## config.mk

```make
export PLATFORM = sky130hd
export DESIGN_NAME = scedma_ramarb
export DESIGN_NICKNAME = d
export VERILOG_FILES = /design/src/rtl/scedma_ramarb.sv
export SDC_FILE = /design/constraint.sdc
export NUM_CORES = 1
export LEC_CHECK = 0
export ABC_AREA = 1
export CORE_AREA = 2 2 162 164
export DETAILED_ROUTE_END_ITERATION = 8
export DIE_AREA = 0 0 164 166
export HOLD_SLACK_MARGIN = 0.1
export PLACE_DENSITY = 0.7
export SLEW_MARGIN = 20
export SYNTH_ARGS = -nofsm -noshare
export SYNTH_HDL_FRONTEND = slang
export SYNTH_HIERARCHICAL = 1
export SYNTH_SLANG_ARGS = --single-unit
```

## constraint.sdc

```tcl
create_clock -name clk -period 3.6 [get_ports clk]
set_clock_uncertainty 0.15 [all_clocks]
set_input_delay 0.72 -clock clk [delete_from_list [all_inputs] [get_ports clk]]
set_output_delay 0.72 -clock clk [all_outputs]
set_load 0.02 [all_outputs]
```

## src/rtl/scedma_ramarb.sv

```systemverilog
// scedma_ramarb: round-robin arbiter sharing one single-port RAM among
// CHCNT DMA channel ports. Each channel addresses the RAM through its own
// segment (base + offset). The arbiter rejects requests that fall outside
// the segment or that the port type forbids. Read data returns one cycle
// after the grant.
// Optional feature: define SCEDMA_RAMARB_LOCK_EN to honour ch_lock. A locked
// channel keeps priority for up to 16 consecutive grants.

// Per-channel decode: request activity, direction, legality, RAM address.
module scedma_ramarb_lane #(
  parameter int AW = 12
) (
  input  logic          i_rd,
  input  logic          i_wr,
  input  logic [AW-1:0] i_segaddr,
  input  logic [AW-1:0] i_segsize,
  input  logic [AW-1:0] i_segptr,
  input  logic [1:0]    i_ptype,
  output logic          o_act,
  output logic          o_wr,
  output logic          o_legal,
  output logic [AW-1:0] o_addr
);
  assign o_act  = i_rd | i_wr;
  assign o_wr   = i_wr;          // rd+wr together counts as a write
  assign o_addr = i_segaddr + i_segptr;  // wraps modulo 2^AW

  // port type bit0 = read allowed (RO/RW), bit1 = write allowed (WO/RW)
  always_comb begin
    o_legal = (i_segptr < i_segsize) && (i_wr ? i_ptype[1] : i_ptype[0]);
  end
endmodule

module scedma_ramarb #(
  parameter int CHCNT = 4,
  parameter int AW    = 12,
  parameter int DW    = 32
) (
  input  logic               clk,
  input  logic               rst,
  input  logic [CHCNT-1:0]    ch_rd,
  input  logic [CHCNT-1:0]    ch_wr,
  input  logic [CHCNT*AW-1:0] ch_segaddr,
  input  logic [CHCNT*AW-1:0] ch_segsize,
  input  logic [CHCNT*AW-1:0] ch_segptr,
  input  logic [CHCNT*DW-1:0] ch_wdat,
  input  logic [CHCNT*2-1:0]  ch_porttype,
  input  logic [CHCNT-1:0]    ch_lock,
  output logic [CHCNT-1:0]    ch_ready,
  output logic [DW-1:0]       ch_rdat,
  output logic [CHCNT-1:0]    ch_rdatvld,
  output logic [CHCNT-1:0]    ch_err,
  output logic               ram_cs,
  output logic               ram_we,
  output logic [AW-1:0]       ram_addr,
  output logic [DW-1:0]       ram_wdat,
  input  logic [DW-1:0]       ram_rdat
);
  localparam int LW = (CHCNT > 1) ? $clog2(CHCNT) : 1;

  logic [CHCNT-1:0][AW-1:0] w_segaddr, w_segsize, w_segptr, w_addr;
  logic [CHCNT-1:0][DW-1:0] w_wdat;
  logic [CHCNT-1:0][1:0]    w_ptype;
  logic [CHCNT-1:0]         w_act, w_wr, w_legal;

  assign w_segaddr = ch_segaddr;
  assign w_segsize = ch_segsize;
  assign w_segptr  = ch_segptr;
  assign w_wdat    = ch_wdat;
  assign w_ptype   = ch_porttype;

  for (genvar g = 0; g < CHCNT; g++) begin : g_lane
    scedma_ramarb_lane #(.AW(AW)) u_lane (
      .i_rd      (ch_rd[g]),
      .i_wr      (ch_wr[g]),
      .i_segaddr (w_segaddr[g]),
      .i_segsize (w_segsize[g]),
      .i_segptr  (w_segptr[g]),
      .i_ptype   (w_ptype[g]),
      .o_act     (w_act[g]),
      .o_wr      (w_wr[g]),
      .o_legal   (w_legal[g]),
      .o_addr    (w_addr[g])
    );
  end

  logic [LW-1:0]    r_last;     // last granted channel
  logic [CHCNT-1:0] r_rtag;     // one-hot owner of the read in flight
  logic             w_gnt_vld;
  logic [LW-1:0]    w_gnt_idx;
  logic [LW-1:0]    w_cand;
  logic [CHCNT-1:0] w_gnt_oh;
  logic             w_gl;       // granted and legal: the RAM is accessed

`ifdef SCEDMA_RAMARB_LOCK_EN
  logic [3:0] r_lock_cnt;       // consecutive locked grants so far (0 = no lock run)
  logic       w_hold;
  assign w_hold = (r_lock_cnt != 4'd0) && w_act[r_last] && ch_lock[r_last];
`else
  logic w_unused;
  assign w_unused = ^ch_lock;
`endif

  // round-robin search from last+1; a held lock overrides the search
  always_comb begin
    w_gnt_vld = 1'b0;
    w_gnt_idx = '0;
    w_cand    = '0;
    for (int k = 1; k <= CHCNT; k++) begin
      w_cand = LW'((int'(r_last) + k) % CHCNT);
      if (!w_gnt_vld && w_act[w_cand]) begin
        w_gnt_vld = 1'b1;
        w_gnt_idx = w_cand;
      end
    end
`ifdef SCEDMA_RAMARB_LOCK_EN
    if (w_hold) begin
      w_gnt_vld = 1'b1;
      w_gnt_idx = r_last;
    end
`endif
    if (rst) w_gnt_vld = 1'b0;
  end

  assign w_gnt_oh = w_gnt_vld ? (CHCNT'(1) << w_gnt_idx) : '0;
  assign w_gl     = w_gnt_vld && w_legal[w_gnt_idx];

  // grant/error handshake and RAM drive; RAM bus is zero unless accessed
  always_comb begin
    ch_ready = w_gnt_oh;
    ch_err   = w_gl ? '0 : w_gnt_oh;
    ram_cs   = w_gl;
    ram_we   = w_gl && w_wr[w_gnt_idx];
    ram_addr = w_gl ? w_addr[w_gnt_idx] : '0;
    ram_wdat = w_gl ? w_wdat[w_gnt_idx] : '0;
  end

  assign ch_rdatvld = r_rtag;
  assign ch_rdat    = ram_rdat;

  // last-grant pointer moves only on a grant; reset favours channel 0
  always_ff @(posedge clk or posedge rst) begin
    if (rst)            r_last <= LW'(CHCNT - 1);
    else if (w_gnt_vld) r_last <= w_gnt_idx;
  end

  // tag the owner of a legal read so its data is flagged next cycle
  always_ff @(posedge clk or posedge rst) begin
    if (rst) r_rtag <= '0;
    else     r_rtag <= (w_gl && !w_wr[w_gnt_idx]) ? w_gnt_oh : '0;
  end

`ifdef SCEDMA_RAMARB_LOCK_EN
  // count a locked run; the 16th grant ends it so the pointer moves on
  always_ff @(posedge clk or posedge rst) begin
    if (rst)
      r_lock_cnt <= 4'd0;
    else if (w_gnt_vld && ch_lock[w_gnt_idx])
      r_lock_cnt <= w_hold ? ((r_lock_cnt == 4'd15) ? 4'd0 : r_lock_cnt + 4'd1) : 4'd1;
    else
      r_lock_cnt <= 4'd0;
  end
`endif
endmodule
```

==> results.json <==
{
  "maxCapViolations": 0,
  "min_period_ps": 3630,
  "wire_per_inst_um": 15.4,
  "die_area_um2": 27200,
  "crit_required_ps": 2730,
  "wl_um": 31400,
  "drv_slew": 0,
  "yosysWarnings": 6,
  "pre_cts_slack_ps": -1020,
  "fin_ws_ps": -26.8,
  "tightestPinTransition_ps": 373,
  "yosysSeqAreaShare": 0.0242,
  "synth_cells": 1218,
  "root_buffer": "clkbuf_16",
  "clock_sinks": 6,
  "io_buffers": 347,
  "finalHoldViolations": 0,
  "io_pins": 416,
  "placementRows": 59,
  "clk_pin_slew_ps": 30,
  "irDropWorstVdd_uv": 632,
  "gr-total-overflow": 0,
  "power_density_nw_per_um2": 817,
  "fmaxAchievable_ghz": 0.276,
  "synth_nets": 1636,
  "endpoint": "ram_addr[5]",
  "synth-seq-cells": 6,
  "netlist_area_um2": 6300,
  "yosysUniqueCellTypes": 30,
  "start_util": 0.246,
  "grt_pass1_wl_um": 45700,
  "r2r_slack_ps": 790,
  "dpl.hpwl_um": 24500,
  "worst_r2r_path_depth": 17,
  "hp-class": "register to register",
  "via_count": 9288,
  "grt_pass1_vias": 8844,
  "htree_num_levels": 1,
  "multi_input_area_um2": 6740,
  "place_inst": 2014,
  "die_w_um": 164,
  "rsz0062_at_grt": "yes",
  "die_h_um": 166,
  "cts_tree": "built",
  "core_area_um2": 25600,
  "clkLatencyLatePin_ps": 230,
  "r2r_start": "r_last[0]",
  "gp_congestion": 0.925,
  "leakage_nw": 6.73,
  "ant_nets": 0,
  "regArea_um2": 153,
  "worstSetupEndpointType": "output port",
  "fin_cells": 2043,
  "grt_max_degree": 24,
  "grt_use_total": 0.210,
  "drive_above_1_share": 0.371,
  "syn2layout_area_growth_pct": 111,
  "num_antenna_cells": 0,
  "crit_path_max_fanout": 8,
  "setup-tns-final_ps": -198,
  "status": "finished with violations",
  "violations": "negative setup slack",
  "final.period_utilization": 1.01,
  "nNetsFinal": 2127,
  "cts_made_buffers": 3,
  "relSlewSlack": 0.750,
  "syn_area_per_cell_um2": 5.17,
  "drt_iter0_markers": 364,
  "hold_start": "r_last[1]",
  "fillers": 2490,
  "arrival_ps": 2760,
  "worstSetupPathType": "input port to output port",
  "fin_hold_ws_ps": 379,
  "setup_viol": 18,
  "startpoint_type": "input port",
  "cp-startpoint": "ch_segsize[47]",
  "cts_max_path_buffers": 2,
  "viasPerCell": 4.55,
  "grt_antenna_before_repair": 1,
  "first_pass_iters": 4,
  "r2r_end": "ch_rdatvld[2]",
  "drcViolationCount": 0
}
==> routing by layer <==
| layer | vias to the layer above | GRT usage | routed length (µm) |
|---|---|---|---|
| met3 | 49 | 0.0347 | 2170 |
| met5 | - | 0 | 13 |
| met2 | 317 | 0.370 | 15400 |
| li1 | 4707 | - | - |
| met1 | 4213 | 0.271 | 13200 |
| met4 | 2 | 0.0347 | 577 |
==> area by class of cell <==
type	instances	share of cell area
timing repair buffer	548	0.397
sequential	6	0.0115
tap	335	0.0316
multi-input combinational	988	0.508
clock buffer	4	0.00594
inverter	162	0.0469
==> cells in the mapped netlist, drive strengths merged <==
library cell  count  area, µm²
nand3b            1       7.51
inv             162        611
o21ai            12       60.1
buf              62        468
nor2            157        632
xnor2             4       35.0
and3              2       12.5
or2               8       50.1
dfrtp             4        100
xor2             24        210
ha               88       1100
dfstp             2       52.6
fa                4       80.1
nor3              3       15.0
nand4            16        115
nand3           107        556
a21oi            38        190
nand2           523       2000
clkbuf            1       3.75
==> worst max-delay path: stages <==
cell and delay (ps):
clkdlybuf4s15_2 180, inv_2 40, ha_4 240, nand2_4 90
inv_2 40, and3_4 160, nor2_4 110, nand2_2 80
nor2_4 160, nand3_2 90, nand2_2 80, nand2_2 70
nand2_4 100, nand2_8 150, buf_16 200, nor2_4 100
buf_6 130
==> timing repair <==
item / CTS / global route
gates resized for setup: 639 / 304
hold endpoints to repair: 0 / 0
hold buffers: 0 / 0
pin swaps: 151 / 82
gates cloned: 5 / 4
buffers inserted: 8 / 11
setup endpoints to repair: 54 / 54
==> sequential cells by signal, summed over array words and instances (netlist names) <==
signal and count:
r_last 2, ch_rdatvld 4
==> worst min-delay path by stage <==
stage,end,slack [ps],depth (start not counted)
after global routing,r_last[1],400,2
after CTS,r_last[1],380,2
after global placement,r_last[1],360,2
final,r_last[1],380,2
after detailed placement,r_last[1],370,2
after floorplan,r_last[1],360,2
==> layout by cell type (no fill, tap or decap), types with 15 or more instances in the layout <==
cell type,instances
nor2_2,38
buf_12,18
nand2_1,431
clkdlybuf4s50_1,176
ha_4,42
nor2_4,68
nand3_1,94
buf_4,170
buf_6,57
nand2_2,73
nand4_1,15
inv_2,29
a21oi_2,21
nor2_1,51
nand2_4,19
ha_1,34
a21oi_1,15
dlygate4sd2_1,69
xor2_1,20
inv_1,129
clkdlybuf4s15_1,18
==> metrics by stage <==
step	power, W	utilization	cell area, µm²
after detailed placement	0.00737	0.436	11200
final	0.0108	0.518	13300
after global routing	0.0116	0.518	13300
after global placement	0.00737	0.436	11200
after CTS	0.00865	0.470	12000
after floorplan	0.00419	-	6300
==> cell families (layout without fill, tap and decap cells) <==
group,count (synthesis),count (layout),synth area share
fa+ha+maj,92,92,0.188
xor+xnor,28,28,0.0389
buf+inv,225,714,0.172
compound gates,50,50,0.0397
flops,6,6,0.0242
simple gates,817,818,0.538
==> report_power, final <==
group          switching (W)  internal, W
Sequential         0.0000266    0.0000946
Clock              0.0000417     0.000147
Combinational        0.00588      0.00466
No activity file was read; power rests on OpenSTA's default activity.
